<file path="src/rtl/xbuf_pkg.sv">
// Shared constants and encodings for the transfer-buffer slot scheduler.
package xbuf_pkg;

  localparam int MAX_BUFQ_DEPTH = 4;
  localparam int SLOT_W         = $clog2(MAX_BUFQ_DEPTH);
  localparam int CNT_W          = 4;
  localparam int ADDRESS_WIDTH  = 32;

  // Mover job direction as seen on cmd_dir.
  localparam logic DIR_RX2TBM = 1'b0;
  localparam logic DIR_TBM2TX = 1'b1;

  typedef enum logic [1:0] {
    ST_IDLE  = 2'b00,
    ST_ISSUE = 2'b01,
    ST_BUSY  = 2'b10
  } xbuf_state_e;

endpackage

</file>
<file path="src/rtl/xbuf_slot_ring.sv">
// One slot ring: head/tail pointers with an occupancy count.
// Increments that would overflow or underflow the ring are dropped.
module xbuf_slot_ring
  import xbuf_pkg::*;
(
  input  logic              clk_i,
  input  logic              reset_i,
  input  logic              inc_head_i,
  input  logic              inc_tail_i,
  output logic [SLOT_W-1:0] head_o,
  output logic [SLOT_W-1:0] tail_o,
  output logic [CNT_W-1:0]  count_o,
  output logic              empty_o,
  output logic              full_o
);

  logic [SLOT_W-1:0] head_q, head_d;
  logic [SLOT_W-1:0] tail_q, tail_d;
  logic [CNT_W-1:0]  count_q, count_d;
  logic              push_s, pop_s;

  assign empty_o = (count_q == {CNT_W{1'b0}});
  assign full_o  = (count_q == CNT_W'(MAX_BUFQ_DEPTH));
  assign push_s  = inc_head_i && !full_o;
  assign pop_s   = inc_tail_i && !empty_o;
  assign head_o  = head_q;
  assign tail_o  = tail_q;
  assign count_o = count_q;

  // Advance pointers (natural wrap) and net the occupancy change.
  always_comb begin
    head_d  = head_q;
    tail_d  = tail_q;
    count_d = count_q;
    if (push_s) begin
      head_d = head_q + SLOT_W'(1);
    end else begin
      head_d = head_q;
    end
    if (pop_s) begin
      tail_d = tail_q + SLOT_W'(1);
    end else begin
      tail_d = tail_q;
    end
    case ({push_s, pop_s})
      2'b10:   count_d = count_q + CNT_W'(1);
      2'b01:   count_d = count_q - CNT_W'(1);
      default: count_d = count_q;
    endcase
  end

  // Ring state registers.
  always_ff @(posedge clk_i) begin
    if (reset_i) begin
      head_q  <= {SLOT_W{1'b0}};
      tail_q  <= {SLOT_W{1'b0}};
      count_q <= {CNT_W{1'b0}};
    end else begin
      head_q  <= head_d;
      tail_q  <= tail_d;
      count_q <= count_d;
    end
  end

endmodule

</file>
<file path="src/rtl/xbuf_slot_scheduler.sv">
// Sequences rx/tx slot rings and arbitrates the single TBM mover between
// rx-drain (slot -> TBM) and tx-fill (TBM -> slot) jobs.
module xbuf_slot_scheduler
  import xbuf_pkg::*;
(
  input  logic                     clock_host,
  input  logic                     reset,
  input  logic                     rx_commit,
  input  logic [ADDRESS_WIDTH-1:0] rx_commit_addr,
  input  logic                     tx_req_valid,
  input  logic [ADDRESS_WIDTH-1:0] tx_req_addr,
  output logic                     tx_req_ready,
  input  logic                     tx_release,
  output logic                     cmd_valid,
  input  logic                     cmd_ready,
  output logic                     cmd_dir,
  output logic [SLOT_W-1:0]        cmd_slot,
  output logic [ADDRESS_WIDTH-1:0] cmd_addr,
  input  logic                     xfer_done,
  output logic [CNT_W-1:0]         rx_anum,
  output logic [CNT_W-1:0]         tx_anum,
  output logic                     busy,
  output logic                     rx_ovf,
  output logic                     tx_udf
);

  xbuf_state_e state_q, state_d;
  logic                     rr_last_q, rr_last_d;
  logic                     cmd_valid_q, cmd_valid_d;
  logic                     cmd_dir_q, cmd_dir_d;
  logic [SLOT_W-1:0]        cmd_slot_q, cmd_slot_d;
  logic [ADDRESS_WIDTH-1:0] cmd_addr_q, cmd_addr_d;
  logic                     rx_ovf_q, tx_udf_q;
  logic [ADDRESS_WIDTH-1:0] rx_addr_q [MAX_BUFQ_DEPTH];
  logic [ADDRESS_WIDTH-1:0] tx_addr_q [MAX_BUFQ_DEPTH];

  // rx ring: head = host fill, tail = next to drain, count = filled slots.
  logic [SLOT_W-1:0] rx_head_s, rx_tail_s;
  logic [CNT_W-1:0]  rx_cnt_s;
  logic              rx_empty_s, rx_full_s;
  // tx pending ring: head = alloc, tail = issue, count = awaiting fill.
  logic [SLOT_W-1:0] txa_head_s, txa_tail_s;
  logic [CNT_W-1:0]  tx_pend_s;
  logic              txa_empty_s, txa_full_s;
  // tx ready ring: head follows issue, tail = host drain, count = readable.
  logic [SLOT_W-1:0] txb_head_s, txb_tail_s;
  logic [CNT_W-1:0]  tx_rdy_s;
  logic              txb_empty_s, txb_full_s;

  logic job_done_s, rx_done_s, tx_done_s, tx_accept_s, pick_tx_s;
  logic unused_s;

  assign job_done_s  = (state_q == ST_BUSY) && xfer_done;
  assign rx_done_s   = job_done_s && (cmd_dir_q == DIR_RX2TBM);
  assign tx_done_s   = job_done_s && (cmd_dir_q == DIR_TBM2TX);
  assign tx_accept_s = tx_req_valid && tx_req_ready;
  // On a tie, serve the direction that did not win last time.
  assign pick_tx_s   = !txa_empty_s && (rx_empty_s || (rr_last_q == DIR_RX2TBM));

  // Ring pointers/flags the scheduler does not consume.
  assign unused_s = ^{txa_full_s, txb_full_s, txb_head_s, txb_tail_s};

  xbuf_slot_ring u_rx_ring (
    .clk_i(clock_host), .reset_i(reset),
    .inc_head_i(rx_commit), .inc_tail_i(rx_done_s),
    .head_o(rx_head_s), .tail_o(rx_tail_s), .count_o(rx_cnt_s),
    .empty_o(rx_empty_s), .full_o(rx_full_s)
  );

  xbuf_slot_ring u_tx_pend_ring (
    .clk_i(clock_host), .reset_i(reset),
    .inc_head_i(tx_accept_s), .inc_tail_i(tx_done_s),
    .head_o(txa_head_s), .tail_o(txa_tail_s), .count_o(tx_pend_s),
    .empty_o(txa_empty_s), .full_o(txa_full_s)
  );

  xbuf_slot_ring u_tx_rdy_ring (
    .clk_i(clock_host), .reset_i(reset),
    .inc_head_i(tx_done_s), .inc_tail_i(tx_release),
    .head_o(txb_head_s), .tail_o(txb_tail_s), .count_o(tx_rdy_s),
    .empty_o(txb_empty_s), .full_o(txb_full_s)
  );

  assign rx_anum      = CNT_W'(MAX_BUFQ_DEPTH) - rx_cnt_s;
  assign tx_anum      = tx_rdy_s;
  assign tx_req_ready = ((tx_pend_s + tx_rdy_s) != CNT_W'(MAX_BUFQ_DEPTH));
  assign busy         = (state_q != ST_IDLE);
  assign cmd_valid    = cmd_valid_q;
  assign cmd_dir      = cmd_dir_q;
  assign cmd_slot     = cmd_slot_q;
  assign cmd_addr     = cmd_addr_q;
  assign rx_ovf       = rx_ovf_q;
  assign tx_udf       = tx_udf_q;

  // Mover FSM: pick a job in IDLE, hold the offer in ISSUE, wait for done in BUSY.
  always_comb begin
    state_d     = state_q;
    rr_last_d   = rr_last_q;
    cmd_valid_d = cmd_valid_q;
    cmd_dir_d   = cmd_dir_q;
    cmd_slot_d  = cmd_slot_q;
    cmd_addr_d  = cmd_addr_q;
    case (state_q)
      ST_IDLE: begin
        if (!rx_empty_s || !txa_empty_s) begin
          state_d     = ST_ISSUE;
          cmd_valid_d = 1'b1;
          if (pick_tx_s) begin
            cmd_dir_d  = DIR_TBM2TX;
            cmd_slot_d = txa_tail_s;
            cmd_addr_d = tx_addr_q[txa_tail_s];
            rr_last_d  = DIR_TBM2TX;
          end else begin
            cmd_dir_d  = DIR_RX2TBM;
            cmd_slot_d = rx_tail_s;
            cmd_addr_d = rx_addr_q[rx_tail_s];
            rr_last_d  = DIR_RX2TBM;
          end
        end else begin
          state_d = ST_IDLE;
        end
      end
      ST_ISSUE: begin
        if (cmd_ready) begin
          cmd_valid_d = 1'b0;
          state_d     = ST_BUSY;
        end else begin
          state_d = ST_ISSUE;
        end
      end
      ST_BUSY: begin
        if (xfer_done) begin
          state_d = ST_IDLE;
        end else begin
          state_d = ST_BUSY;
        end
      end
      default: begin
        state_d     = ST_IDLE;
        cmd_valid_d = 1'b0;
      end
    endcase
  end

  // FSM, command and error-pulse registers.
  always_ff @(posedge clock_host) begin
    if (reset) begin
      state_q     <= ST_IDLE;
      rr_last_q   <= 1'b1;
      cmd_valid_q <= 1'b0;
      cmd_dir_q   <= 1'b0;
      cmd_slot_q  <= {SLOT_W{1'b0}};
      cmd_addr_q  <= {ADDRESS_WIDTH{1'b0}};
      rx_ovf_q    <= 1'b0;
      tx_udf_q    <= 1'b0;
    end else begin
      state_q     <= state_d;
      rr_last_q   <= rr_last_d;
      cmd_valid_q <= cmd_valid_d;
      cmd_dir_q   <= cmd_dir_d;
      cmd_slot_q  <= cmd_slot_d;
      cmd_addr_q  <= cmd_addr_d;
      rx_ovf_q    <= rx_commit && rx_full_s;
      tx_udf_q    <= tx_release && txb_empty_s;
    end
  end

  // Per-slot TBM addresses captured when a slot is committed or allocated.
  always_ff @(posedge clock_host) begin
    if (reset) begin
      for (int i = 0; i < MAX_BUFQ_DEPTH; i++) begin
        rx_addr_q[i] <= {ADDRESS_WIDTH{1'b0}};
        tx_addr_q[i] <= {ADDRESS_WIDTH{1'b0}};
      end
    end else begin
      if (rx_commit && !rx_full_s) begin
        rx_addr_q[rx_head_s] <= rx_commit_addr;
      end
      if (tx_accept_s) begin
        tx_addr_q[txa_head_s] <= tx_req_addr;
      end
    end
  end

endmodule

</file>
<file path="config.mk">
export PLATFORM = sky130hd
export DESIGN_NAME = xbuf_slot_scheduler
export DESIGN_NICKNAME = d
export VERILOG_FILES = /design/src/rtl/xbuf_pkg.sv /design/src/rtl/xbuf_slot_ring.sv /design/src/rtl/xbuf_slot_scheduler.sv
export SDC_FILE = /design/constraint.sdc
export NUM_CORES = 1
export LEC_CHECK = 0
export BUFFER_PORTS_ARGS = -buffer_cell sky130_fd_sc_hd__buf_2
export CORE_ASPECT_RATIO = 0.8
export CORE_MARGIN = 1.5
export CORE_UTILIZATION = 65
export CTS_BUF_LIST = sky130_fd_sc_hd__clkbuf_2
export CTS_CLUSTER_DIAMETER = 50
export DETAILED_ROUTE_END_ITERATION = 6
export GPL_TIMING_DRIVEN = 0
export HOLD_SLACK_MARGIN = 0.05
export PLACE_DENSITY = 0.86
export RECOVER_POWER = 25
export SYNTH_ARGS = -nofsm -noshare
export SYNTH_HDL_FRONTEND = slang
export SYNTH_SLANG_ARGS = --single-unit
</file>
<file path="constraint.sdc">
create_clock -name clock_host -period 10.43 [get_ports clock_host]
set_input_delay 1.043 -clock clock_host [delete_from_list [all_inputs] [get_ports clock_host]]
set_output_delay 1.043 -clock clock_host [all_outputs]
set_load 0.01 [all_outputs]
</file>
==> results of run 1 <==
-- cells in the mapped netlist, types with 13 or more instances --
library cell / number / area, um2
sky130_fd_sc_hd__inv_1: 14 / 52.6
sky130_fd_sc_hd__a21oi_1: 18 / 90.1
sky130_fd_sc_hd__mux2i_1: 35 / 350
sky130_fd_sc_hd__mux4_2: 64 / 1440
sky130_fd_sc_hd__and2_2: 19 / 143
sky130_fd_sc_hd__dfxtp_1: 65 / 1300
sky130_fd_sc_hd__edfxtp_1: 256 / 7690
sky130_fd_sc_hd__ha_1: 13 / 163
sky130_fd_sc_hd__nor2_1: 70 / 263
sky130_fd_sc_hd__clkbuf_1: 41 / 154
sky130_fd_sc_hd__and3_1: 34 / 213
sky130_fd_sc_hd__a211oi_1: 34 / 255
sky130_fd_sc_hd__and2_1: 206 / 1290
-- flip-flops by register name, indices dropped and copies added (netlist names), 4 cells and up, named ones only --
signal,cells
rx_addr_q,128
tx_addr_q,128
u_rx_ring.count_o,4
u_tx_rdy_ring.count_o,4
u_tx_pend_ring.count_o,4
cmd_addr,32
-- routing by layer --
layer | up-vias | share of wire, % | track usage, % | wire length, um
li1 | 4002 | - | - | -
met2 | 455 | 48 | 46.8 | 15600
met4 | 2 | 2.6 | 10.0 | 832
met5 | - | 0.037 | 0 | 12
met3 | 80 | 9.6 | 8.65 | 3100
met1 | 4368 | 39 | 38.2 | 12700
-- power by group --
part	internal, mW	leakage, nW	switching [mW]
sequential	1.50	3.20	0.0495
combinational	0.146	2.54	0.231
clock	0.348	0.555	0.498
-- worst max-delay path: cells and delay by family (launching register included) --
kind                       cells  cell delay (ps)
buffers and inverters          2              210
adders and majority gates      2              600
DFF                            1              470
and+or+nand+nor                2              660
xor gates and xnor gates       1              180
-- stage by stage --
step	power, mW	setup slack (ps)	cells	area, um2	util [%]
after CTS	2.79	6350	1503	16000	74.3
final	2.77	6410	1508	15900	73.8
after detailed placement	1.96	6880	1366	15300	70.9
after global placement	1.94	4990	1364	15200	70.5
after global routing	2.87	6160	1507	15900	73.7
after floorplan	1.80	6520	972	14200	-
-- area by class of cell --
cell class,count,area (um2),share of cell area (%)
antenna,5,12.5,0.0789
buffer,61,277,1.74
clock buffer,119,596,3.76
clock inverter,18,121,0.765
inverter,14,52.6,0.331
multi-input combinational,576,4850,30.6
sequential,321,8990,56.7
tap,275,344,2.17
timing repair buffer,119,617,3.89
-- kinds of logic after synthesis --
group | count (synthesis) | synth area share (%)
buffers and inverters | 75 | 2.52
multiplexers | 101 | 12.7
AND/OR/NAND/NOR | 371 | 15.4
XOR/XNOR | 19 | 1.17
AO/OA/AOI/OAI | 68 | 3.31
adder cells (fa/ha/maj) | 17 | 1.70
flip-flops | 321 | 63.1
-- worst min path at each step --
stage	cells past startpoint	start	slack, ps	to
after floorplan	2	rr_last_q$_SDFFE_PP1P_	470	rr_last_q$_SDFFE_PP1P_
after global placement	2	cmd_valid$_SDFFE_PP0P_	470	cmd_valid$_SDFFE_PP0P_
after detailed placement	2	cmd_valid$_SDFFE_PP0P_	470	cmd_valid$_SDFFE_PP0P_
after CTS	2	tx_release	420	tx_udf$_SDFF_PP0_
after global routing	2	tx_release	420	tx_udf$_SDFF_PP0_
final	2	tx_release	470	tx_udf$_SDFF_PP0_
==> impl_results.md, run 1 <==
- Remaining design rule violation count: 0
- Worst rel slew slack: -88.7%
- DIE AREA: 0.0228 mm2
- Cts hold-fix bufs: 0
- First-pass GRT wire length: 48.5 mm
- Slowest cell on crit path: sky130_fd_sc_hd__or3_2
- Count of antenna-violating nets left after detailed routing: 0
- Via count of the first global-routing pass: 8928
- Number of buffers on the longest clock path: 3
- CP Data Required Time: 9390 ps
- Async set-or-reset flop fraction in the synthesized netlist: 0%
- CTS H-Tree Depth: 3
- Clock sinks: 321
- CP endpoint kind: primary output
- EDFF count, synth: 256
- Clock buffers created by TritonCTS: 76
- Capture instance of the worst register-to-register path: rx_addr_q[3][28]$_DFFE_PP_
- Post-CTS clock slew at the launch and capture registers of the worst setup and hold paths: 100 ps
- Share of synthesized area occupied by flip-flops and latches: 63.1%
- Highest net fanout along the worst path: 6
- Vias post-DR: 8907
- FF-to-FF setup slack: 6450 ps
- Post-synthesis instance total: 972
- Setup repair after global routing missed its margin: no
- Number of hold violations in the final report: 0
- Slew of the pin with the lowest slew margin: 2800 ps
- Iteration count of the initial detailed-routing pass: 6
- Result of the run: finished with violations
- Total core area: 0.0215 mm2
- Library cell used as clock root buffer: sky130_fd_sc_hd__clkbuf_2
- Routed WL per cell: 21.4 um
- Syn_nets: 1060
- Summed instance area of the synthesized netlist: 0.0142 mm2
- Pin count of the biggest net entering global routing: 33
- Avg Synthesized Cell Area: 14.6 um2
- Number of rows created at floorplan: 48
- Routed wire length: 32.2 mm
- Initial core utilization: 66.2%
- Chip width: 168 um
- Worst min-delay path class: input pin to register
- Maximum single-stage delay on the critical path: 490 ps
- Count of state elements after synthesis: 321
- Post-route fraction of the period consumed by the critical path: 38.6%
- Maximum clock rate: 249 MHz
- Failing checks: max-capacitance violations, max-slew violations
- FILL cells: 1383
- Post-CTS setup buffer count: 0
- Launching element type of the critical path: register
- CP startpoint: u_tx_pend_ring.count_o[0]$_SDFFE_PP0P_
- Cell Pwr Density: 175 mW/mm2
- Number of distinct library cells after synthesis: 45
- Area added between synthesis and finish: 11.4%
- Total half-perimeter wirelength after legalization and detailed placement: 22.4 mm
- Fraction of final layout cells sized beyond drive strength 1: 29.2%
- Post-cts resize count: 0
- Total Nets Final: 1257
- Layout Skew: 58.3 ps
- Number of setup violations in the final report: 0
- Port Buffers: 117
- Most common library cell in the layout ignoring fill and taps: sky130_fd_sc_hd__edfxtp_1
- Highest ir drop seen on vdd: 0.108 mV
- Source of the worst register-to-register timing path: u_rx_ring.count_o[0]$_SDFFE_PP0P_
- Static leakage power: 6.29 nW
- Detailed Route Iter0 Violations: 870
- Capture point of the worst path: tx_req_ready
- Clock tree from TritonCTS: built
- Number of slew-limit violations in the final report: 29
- Total congestion overflow: 0
- Most instantiated flip-flop cell in the synthesis netlist: sky130_fd_sc_hd__edfxtp_1
- Die span in y: 135 um
- Cell-by-cell listing of the critical path: ha_1 > inv_1 > fa_1 > xnor2_1 > nand3b_1 > or3_2 > buf_2
- Leading cell types in the layout, fill and taps excluded: sky130_fd_sc_hd__edfxtp_1, sky130_fd_sc_hd__and2_1, sky130_fd_sc_hd__buf_2
- RePlAce Congestion: 0.819
- Overall routing resource usage: 29.0%
- Critical path class: register to primary output
- Post-route worst hold slack: 469 ps
- Clock network latency to the later pin of the worst-skew pair: 880 ps
- Setup total negative slack: 0 ps
- R2R cell count: 6
- Final Critical Period: 4020 ps
- Number of warning messages in the yosys log: 0
- Worst EP arrival: 2980 ps
- Number of antenna violations at the first check in global routing: 6
- IO Count: 119
- Total of max-cap violations: 2
- Via density per instance: 5.91
No activity file was read; power rests on OpenSTA's default activity.
==> run 2: changes to the inputs <==
--- a/config.mk
+++ b/config.mk
@@ -5,16 +5,17 @@
 export SDC_FILE = /design/constraint.sdc
 export NUM_CORES = 1
 export LEC_CHECK = 0
+export ABC_AREA = 1
 export BUFFER_PORTS_ARGS = -buffer_cell sky130_fd_sc_hd__buf_2
 export CORE_ASPECT_RATIO = 0.8
 export CORE_MARGIN = 1.5
-export CORE_UTILIZATION = 65
+export CORE_UTILIZATION = 56
 export CTS_BUF_LIST = sky130_fd_sc_hd__clkbuf_2
 export CTS_CLUSTER_DIAMETER = 50
 export DETAILED_ROUTE_END_ITERATION = 6
 export GPL_TIMING_DRIVEN = 0
 export HOLD_SLACK_MARGIN = 0.05
-export PLACE_DENSITY = 0.86
+export PLACE_DENSITY = 0.78
 export RECOVER_POWER = 25
 export SYNTH_ARGS = -nofsm -noshare
 export SYNTH_HDL_FRONTEND = slang
==> constraint.sdc (replaced) <==
create_clock -name clock_host -period 3.6 [get_ports clock_host]
set_input_delay 0.36 -clock clock_host [delete_from_list [all_inputs] [get_ports clock_host]]
set_output_delay 0.36 -clock clock_host [all_outputs]
set_load 0.01 [all_outputs]
==> run 2 against run 1 <==
Compared with the run above:
- total power rose to 3.8 times the previous value
- largest cell class unchanged
- the flow now finishes without violations
- register-to-register slack worse by 6100 ps
- sequential power grew to 3.2 times the previous value
- clock power increased to 2.9 times the previous value
- synthesized cell count rose by 54%
- area after synthesis up 1.8%
- count of clock-buffer cells in the layout rose by 8
==> impl_results.md, run 2 <==
- Result of the run: complete, no violations
- Post-route fraction of the period consumed by the critical path: 89.4%
- Count of state elements after synthesis: 321 (unchanged)
- Internal: 6.64 mW (+230%)
- Cell Pwr Density: 618 mW/mm2 (+250%)
- Worst min-delay path class: input pin to register
- Highest net fanout along the worst path: 32 (+26)
- Vias post-DR: 11.8k (+33%)
- Post-route worst hold slack: 311 ps (-158 ps)
- Total half-perimeter wirelength after legalization and detailed placement: 25.4 mm (+14%)
- Met3 WL post-DR: 3.97 mm (+28%)
- Port Buffers: 117 (unchanged)
- Setup repair after global routing missed its margin: no
- EDFF count, synth: 256 (unchanged)
- Total Power: 10.5 mW (+280%)
- Post-CTS clock slew at the launch and capture registers of the worst setup and hold paths: 110 ps (about the same)
- Pin count of the biggest net entering global routing: 33 (unchanged)
- Remaining design rule violation count: 0 (unchanged)
- Total Nets Final: 1855 (+48%)
- CP Data Required Time: 3930 ps (-5460 ps)
- CTS H-Tree Depth: 3 (unchanged)
- Total of max-cap violations: 0 (-2)
- Clock tree from TritonCTS: built
- Worst rel slew slack: 30.4% (+120 points)
- Clk network pwr share: 23.4% (-7.2 points)
- Post-CTS setup buffer count: 0 (unchanged)
- Total congestion overflow: 0 (unchanged)
- Number of distinct library cells after synthesis: 38 (-16%)
- Post-cts resize count: 0 (unchanged)
- Via count of the first global-routing pass: 11.3k (+26%)
- Setup total negative slack: 0 ps (unchanged)
- Worst slack at placement: 486 ps (-6390 ps)
- Count of antenna-violating nets left after detailed routing: 0 (unchanged)
- Die span in y: 147 um (+8.5%)
- Share of total power in combinational logic: 29.6% (+16 points)
- Avg Synthesized Cell Area: 9.71 um2 (-34%)
- Number of buffers on the longest clock path: 3 (unchanged)
- Maximum clock rate: 311 MHz
- RePlAce Congestion: 0.888 (+8.5%)
- Share of Yosys cell area claimed by the top area cell type: 53.0% (-0.95 points)
- First-pass GRT wire length: 58.9 mm (+22%)
- Via density per instance: 5.48 (-7.2%)
- Async set-or-reset flop fraction in the synthesized netlist: 0% (unchanged)
- Cts hold-fix bufs: 71 (+71)
- Routed WL per cell: 17.6 um (-18%)
- FILL cells: 2031 (+47%)
- Number of antenna violations at the first check in global routing: 1 (-5)
- Highest Signal Layer: met4
- Number of slew-limit violations in the final report: 0 (-100%)
- Most instantiated flip-flop cell in the synthesis netlist: sky130_fd_sc_hd__edfxtp_1
- Cell accounting for the most synthesized area: sky130_fd_sc_hd__edfxtp_1
- Detailed Route Iter0 Violations: 1323 (+52%)
- Highest ir drop seen on vdd: 0.435 mV (+300%)
- Cell types with the largest area share after synthesis: sky130_fd_sc_hd__edfxtp_1, sky130_fd_sc_hd__nor2_1, sky130_fd_sc_hd__dfxtp_1
- Sequential cell fraction of total power: 47.0% (-8.8 points)
- IO Count: 119 (unchanged)
- Switch share: 36.9% (+8.8 points)
- Fraction of final layout cells sized beyond drive strength 1: 15.7% (-13 points)
- Leading cell types in the layout, fill and taps excluded: sky130_fd_sc_hd__nor2_1, sky130_fd_sc_hd__edfxtp_1, sky130_fd_sc_hd__o21ai_0
- Syn_nets: 1581 (+49%)
- Switching pwr: 3.88 mW (+400%)
- Number of setup violations in the final report: 0 (unchanged)
- CP endpoint kind: register
- Most common library cell in the layout ignoring fill and taps: sky130_fd_sc_hd__nor2_1
- Total routed wire length on the met1 layer: 15.6 mm (+23%)
- Number of warning messages in the yosys log: 0 (unchanged)
- Layout Skew: 79.6 ps (+21.3 ps)
- Routed wire length: 37.9 mm (+18%)
- Library cell used as clock root buffer: sky130_fd_sc_hd__clkbuf_2
- Setup slack of the critical path after layout: 380 ps (-6030 ps)
- Share of synthesized area occupied by flip-flops and latches: 62.0% (-1.1 points)
- Worst EP arrival: 3550 ps (+570 ps)
- Cell with the most instances after synthesis: sky130_fd_sc_hd__nor2_1
- Initial core utilization: 57.1% (-9.1 points)
- Final Critical Period: 3220 ps
- Number of rows created at floorplan: 52 (+8.3%)
- Number of hold violations in the final report: 0 (unchanged)
- Clock network latency to the later pin of the worst-skew pair: 870 ps (about the same)
- Clock buffers created by TritonCTS: 78 (+2.6%)
- Static leakage power: 7.43 nW (+18%)
- Summed instance area of the synthesized netlist: 0.0145 mm2 (+1.8%)
- Slew of the pin with the lowest slew margin: 1030 ps (-1770 ps)
- DIE AREA: 0.0269 mm2 (+18%)
- Metal2 WL: 17.1 mm (+10%)
- List of most frequent post-synthesis cells: sky130_fd_sc_hd__nor2_1, sky130_fd_sc_hd__edfxtp_1, sky130_fd_sc_hd__o21ai_0
- Iteration count of the initial detailed-routing pass: 6 (unchanged)
- Chip width: 183 um (+8.5%)
- Critical path class: register to register
- Post-synthesis instance total: 1493 (+54%)
- Overall routing resource usage: 28.6% (-0.37 points)
- Clock sinks: 321 (unchanged)
- Launching element type of the critical path: register
- Area added between synthesis and finish: 17.5%
- Total core area: 0.0254 mm2 (+18%)
## run 2: changes by cell type after synthesis, sizes merged, moves of 64 or more
cell   previous run  this run
o21ai             8       151
inv              14       144
nand2            10       172
mux4             64         0
and2            225         0
nor2             72       404
o22ai             0        64
## run 2: final cells by class
type                            count  area, um2  area share [%]
Inverter                          147        552            3.24
Clock inverter                     17       93.8           0.551
Multi-Input combinational cell    938       4570            26.8
Timing Repair Buffer              194       1370            8.02
Sequential cell                   321       8990            52.8
Buffer                             87        417            2.45
Antenna cell                        1       2.50          0.0147
Tap cell                          324        405            2.38
Clock buffer                      127        636            3.73
## run 2: metrics by stage
step	std cells	cell area [um2]	util, %
final	2156	17000	67.1
after global routing	2156	17000	67.1
after CTS	2155	17100	67.5
after detailed placement	1940	15700	61.8
after global placement	1934	15500	61.0
after floorplan	1493	14500	-
## run 2: kinds of logic (layout without fill, tap and decap cells)
logic type | after synthesis | in the layout | share of synthesized area (%)
and+or+nand+nor | 663 | 663 | 19.7
DFF | 321 | 321 | 62.0
AOI/OAI and AO/OA | 247 | 247 | 9.19
buffers and inverters | 234 | 572 | 6.78
adders and majority gates | 17 | 17 | 1.67
xor gates and xnor gates | 11 | 11 | 0.665
other | 0 | 1 | 0
## run 2: metal layers
metal | global-route usage (%) | vias to the layer above
met2 | 43.5 | 630
met1 | 40.3 | 5534
met4 | 11.3 | 0
met5 | 0 | -
li1 | - | 5570
met3 | 6.52 | 83
## run 2: worst max-delay path, cell delays in order (launching register included)
cell                      delay, ps
sky130_fd_sc_hd__dfxtp_1        440
sky130_fd_sc_hd__ha_1           200
sky130_fd_sc_hd__inv_1           50
sky130_fd_sc_hd__fa_1           480
sky130_fd_sc_hd__nand2_1         50
sky130_fd_sc_hd__nor2_1         190
sky130_fd_sc_hd__nand3_4        140
sky130_fd_sc_hd__nand2_4        170
sky130_fd_sc_hd__nor2_8          80
sky130_fd_sc_hd__nand2_4        180
sky130_fd_sc_hd__buf_6          180
sky130_fd_sc_hd__nand2_2        520
## run 2: power groups by stage
stage | logic, mW | clock network [mW] | registers (mW)
finish | 3.12 | 2.46 | 4.95
global route | 3.49 | 2.64 | 4.99
CTS | 3.16 | 2.47 | 4.93
detailed placement | 3.08 | 0 | 5.01
global placement | 2.92 | 0 | 5.02
floorplan | 2.04 | 0 | 5.01
## run 2: worst paths after layout
path	from	to	slack, ps	depth (start not counted)
max	u_tx_rdy_ring.count_o[0]$_SDFFE_PP0P_	tx_addr_q[0][8]$_SDFFCE_PN0P_	380	11
min	rx_commit	rx_ovf$_SDFF_PP0_	310	4
max reg2reg	u_tx_rdy_ring.count_o[0]$_SDFFE_PP0P_	tx_addr_q[0][8]$_SDFFCE_PN0P_	380	11
min reg2reg	cmd_valid$_SDFFE_PP0P_	cmd_valid$_SDFFE_PP0P_	490	2
==> run 3: changes to the inputs <==
--- a/config.mk
+++ b/config.mk
@@ -15,7 +15,7 @@
 export DETAILED_ROUTE_END_ITERATION = 6
 export GPL_TIMING_DRIVEN = 0
 export HOLD_SLACK_MARGIN = 0.05
-export PLACE_DENSITY = 0.78
+export PLACE_DENSITY_LB_ADDON = 0.08
 export RECOVER_POWER = 25
 export SYNTH_ARGS = -nofsm -noshare
 export SYNTH_HDL_FRONTEND = slang
==> run 3 against run 2 <==
Compared with the run above:
- design area about the same
- sequential power about the same
- cell count about the same
- total power down 0.39%
- global-route usage up 0.35 points
- count of clock-buffer cells in the layout up 3
- register-to-register slack about the same
- clock skew down 13 ps
- die area unchanged
- critical path type unchanged
- worst hold slack worse by 15 ps
- combinational power about the same
==> impl_results.md, run 3 (synthesized netlist as in run 2, its figures left out) <==
- FF/Latch Area: 0.00899 mm2 (unchanged)
- Clock sinks: 321 (unchanged)
- Routed WL per cell: 17.8 um (+1.1%)
- Total congestion overflow: 0 (unchanged)
- Number of rows created at floorplan: 52 (unchanged)
- DIE AREA: 0.0269 mm2 (unchanged)
- Cts hold-fix bufs: 71 (unchanged)
- Highest ir drop seen on vdd: 0.434 mV (-0.12%)
- Number of antenna violations at the first check in global routing: 1 (unchanged)
- Clock tree from TritonCTS: built
- Global-route layer with the greatest usage: met2
- Vias post-DR: 11.7k (-0.86%)
- Chip width: 183 um (unchanged)
- Endpoint of the worst hold-timing path: rx_ovf$_SDFF_PP0_
- Multi-input gate area: 0.00457 mm2 (about the same)
- Library cell used as clock root buffer: sky130_fd_sc_hd__clkbuf_2
- Worst min-delay path class: input pin to register
- First-pass GRT wire length: 59.2 mm (+0.39%)
- Setup slack of the critical path after layout: 368 ps (-11.9 ps)
- Capture instance of the worst register-to-register path: tx_addr_q[0][15]$_SDFFCE_PN0P_
- Worst EP arrival: 3580 ps (+30 ps)
- Critical path class: register to register
- Worst Min Path Start: rx_commit
- Final Critical Period: 3230 ps (+11.9 ps)
- Total core area: 0.0254 mm2 (unchanged)
- Met2 routing resource usage after global routing: 43.5% (about the same)
- Result of the run: complete, no violations
- Port Buffers: 117 (unchanged)
- Post-CTS setup buffer count: 0 (unchanged)
- Cell Pwr Density: 616 mW/mm2 (-0.35%)
- Met1 global-route usage: 41.7% (+1.3 points)
- RePlAce Congestion: 0.869 (-2.1%)
- Post-route worst hold slack: 295 ps (-15.4 ps)
- Leading cell types in the layout, fill and taps excluded: sky130_fd_sc_hd__nor2_1, sky130_fd_sc_hd__edfxtp_1, sky130_fd_sc_hd__o21ai_0
- FILL cells: 2124 (+4.6%)
- Layout Skew: 66.3 ps (-13.2 ps)
- Slew of the pin with the lowest slew margin: 956 ps (-78.0 ps)
- Clock buffers created by TritonCTS: 78 (unchanged)
- Launching element type of the critical path: register
- Number of setup violations in the final report: 0 (unchanged)
- Post-route fraction of the period consumed by the critical path: 89.8% (+0.33 points)
- Static leakage power: 7.43 nW (about the same)
- Most common library cell in the layout ignoring fill and taps: sky130_fd_sc_hd__nor2_1
- Maximum clock rate: 309 MHz (-0.37%)
- Post-route cell area: 0.0170 mm2 (about the same)
- Routed wire length: 38.3 mm (+1.2%)
- IO Count: 119 (unchanged)
- CP endpoint kind: register
- Remaining design rule violation count: 0 (unchanged)
- CTS H-Tree Depth: 3 (unchanged)
- Initial core utilization: 57.1% (unchanged)
- Worst slack at placement: 419 ps (-66.8 ps)
- Setup total negative slack: 0 ps (unchanged)
- Area added between synthesis and finish: 17.5% (about the same)
- Setup repair after global routing missed its margin: no
- Fraction of final layout cells sized beyond drive strength 1: 15.7% (-0.063 points)
- Die span in y: 147 um (unchanged)
- Iteration count of the initial detailed-routing pass: 5 (-1)
- Detailed Route Iter0 Violations: 1264 (-4.5%)
- Total Nets Final: 1855 (unchanged)
- Number of slew-limit violations in the final report: 0 (unchanged)
- Hold Path Cell Cnt: 4 (unchanged)
- Total Power: 10.5 mW (-0.39%)
- Count of antenna-violating nets left after detailed routing: 0 (unchanged)
- Total half-perimeter wirelength after legalization and detailed placement: 25.4 mm (-0.14%)
- FF-to-FF setup slack: 370 ps (about the same)
- Overall routing resource usage: 29.0% (+0.35 points)
- Post-cts resize count: 0 (unchanged)
- R2R cell count: 11 (unchanged)
- Via density per instance: 5.43 (-0.91%)
- Source of the worst register-to-register timing path: u_tx_rdy_ring.count_o[0]$_SDFFE_PP0P_
- Number of buffers on the longest clock path: 3 (unchanged)
- Clock network latency to the later pin of the worst-skew pair: 900 ps (+30 ps)
- Number of hold violations in the final report: 0 (unchanged)
- Placed Instance Area: 0.0157 mm2 (about the same)
- CP Data Required Time: 3950 ps (+20 ps)
- Total of max-cap violations: 0 (unchanged)
- Pin count of the biggest net entering global routing: 33 (unchanged)
- Via count of the first global-routing pass: 11.3k (-0.23%)
- Worst rel slew slack: 36.1% (+5.7 points)
- Highest net fanout along the worst path: 32 (unchanged)
- Post-CTS clock slew at the launch and capture registers of the worst setup and hold paths: 100 ps (about the same)
- Met3 Track Usage GR: 6.42% (-0.099 points)
run 3: per-layer routing:
| metal | wire length [um] | vias to the layer above |
|---|---|---|
| met1 | 16800 | 5512 |
| met3 | 3530 | 74 |
| met2 | 17000 | 549 |
| met4 | 977 | 0 |
| met5 | 0 | - |
| li1 | - | 5580 |
run 3: critical path, stage by stage, from the launching register on:
cell and delay (ps):
sky130_fd_sc_hd__dfxtp_1 430, sky130_fd_sc_hd__ha_1 200, sky130_fd_sc_hd__inv_1 50, sky130_fd_sc_hd__fa_1 480, sky130_fd_sc_hd__nand2_1 50, sky130_fd_sc_hd__nor2_1 200
sky130_fd_sc_hd__nand3_4 140, sky130_fd_sc_hd__nand2_4 160, sky130_fd_sc_hd__nor2_8 80, sky130_fd_sc_hd__nand2_4 180, sky130_fd_sc_hd__buf_6 180, sky130_fd_sc_hd__nand2_2 550
run 3: area by class of cell:
type                    instances  area share, %
flip-flops and latches        321           52.8
inverters                     147           3.24
multi-input cells             938           26.8
clock buffers                 130           3.82
plain buffers                  87           2.45
diodes                          1         0.0147
clock inverters                15          0.353
well taps                     324           2.38
repair buffers                194           8.11
run 3: through the flow:
step	instances	util, %
final	2157	67.1
after global routing	2157	67.1
after CTS	2156	67.4
after detailed placement	1940	61.8
after global placement	1934	61.0
after floorplan	1493	-
run 3: worst max-delay path by stage:
stage | from | cells after the start | to
4_1_cts | u_tx_rdy_ring.count_o[0]$_SDFFE_PP0P_ | 11 | tx_addr_q[0][13]$_SDFFCE_PN0P_
2_1_floorplan | u_tx_rdy_ring.count_o[0]$_SDFFE_PP0P_ | 8 | tx_addr_q[3][0]$_DFFE_PP_
3_5_place_dp | u_tx_rdy_ring.count_o[0]$_SDFFE_PP0P_ | 11 | tx_addr_q[0][15]$_SDFFCE_PN0P_
5_1_grt | u_tx_rdy_ring.count_o[0]$_SDFFE_PP0P_ | 12 | tx_addr_q[0][15]$_SDFFCE_PN0P_
6_report | u_tx_rdy_ring.count_o[0]$_SDFFE_PP0P_ | 11 | tx_addr_q[0][15]$_SDFFCE_PN0P_
3_3_place_gp | u_tx_rdy_ring.count_o[0]$_SDFFE_PP0P_ | 8 | tx_addr_q[3][14]$_DFFE_PP_
run 3: report_power, final:
part	leakage (nW)	total (mW)	internal (mW)	switching (mW)
Clock	0.567	2.40	0.938	1.46
Combinational	3.66	3.14	1.01	2.13
Sequential	3.20	4.95	4.65	0.299
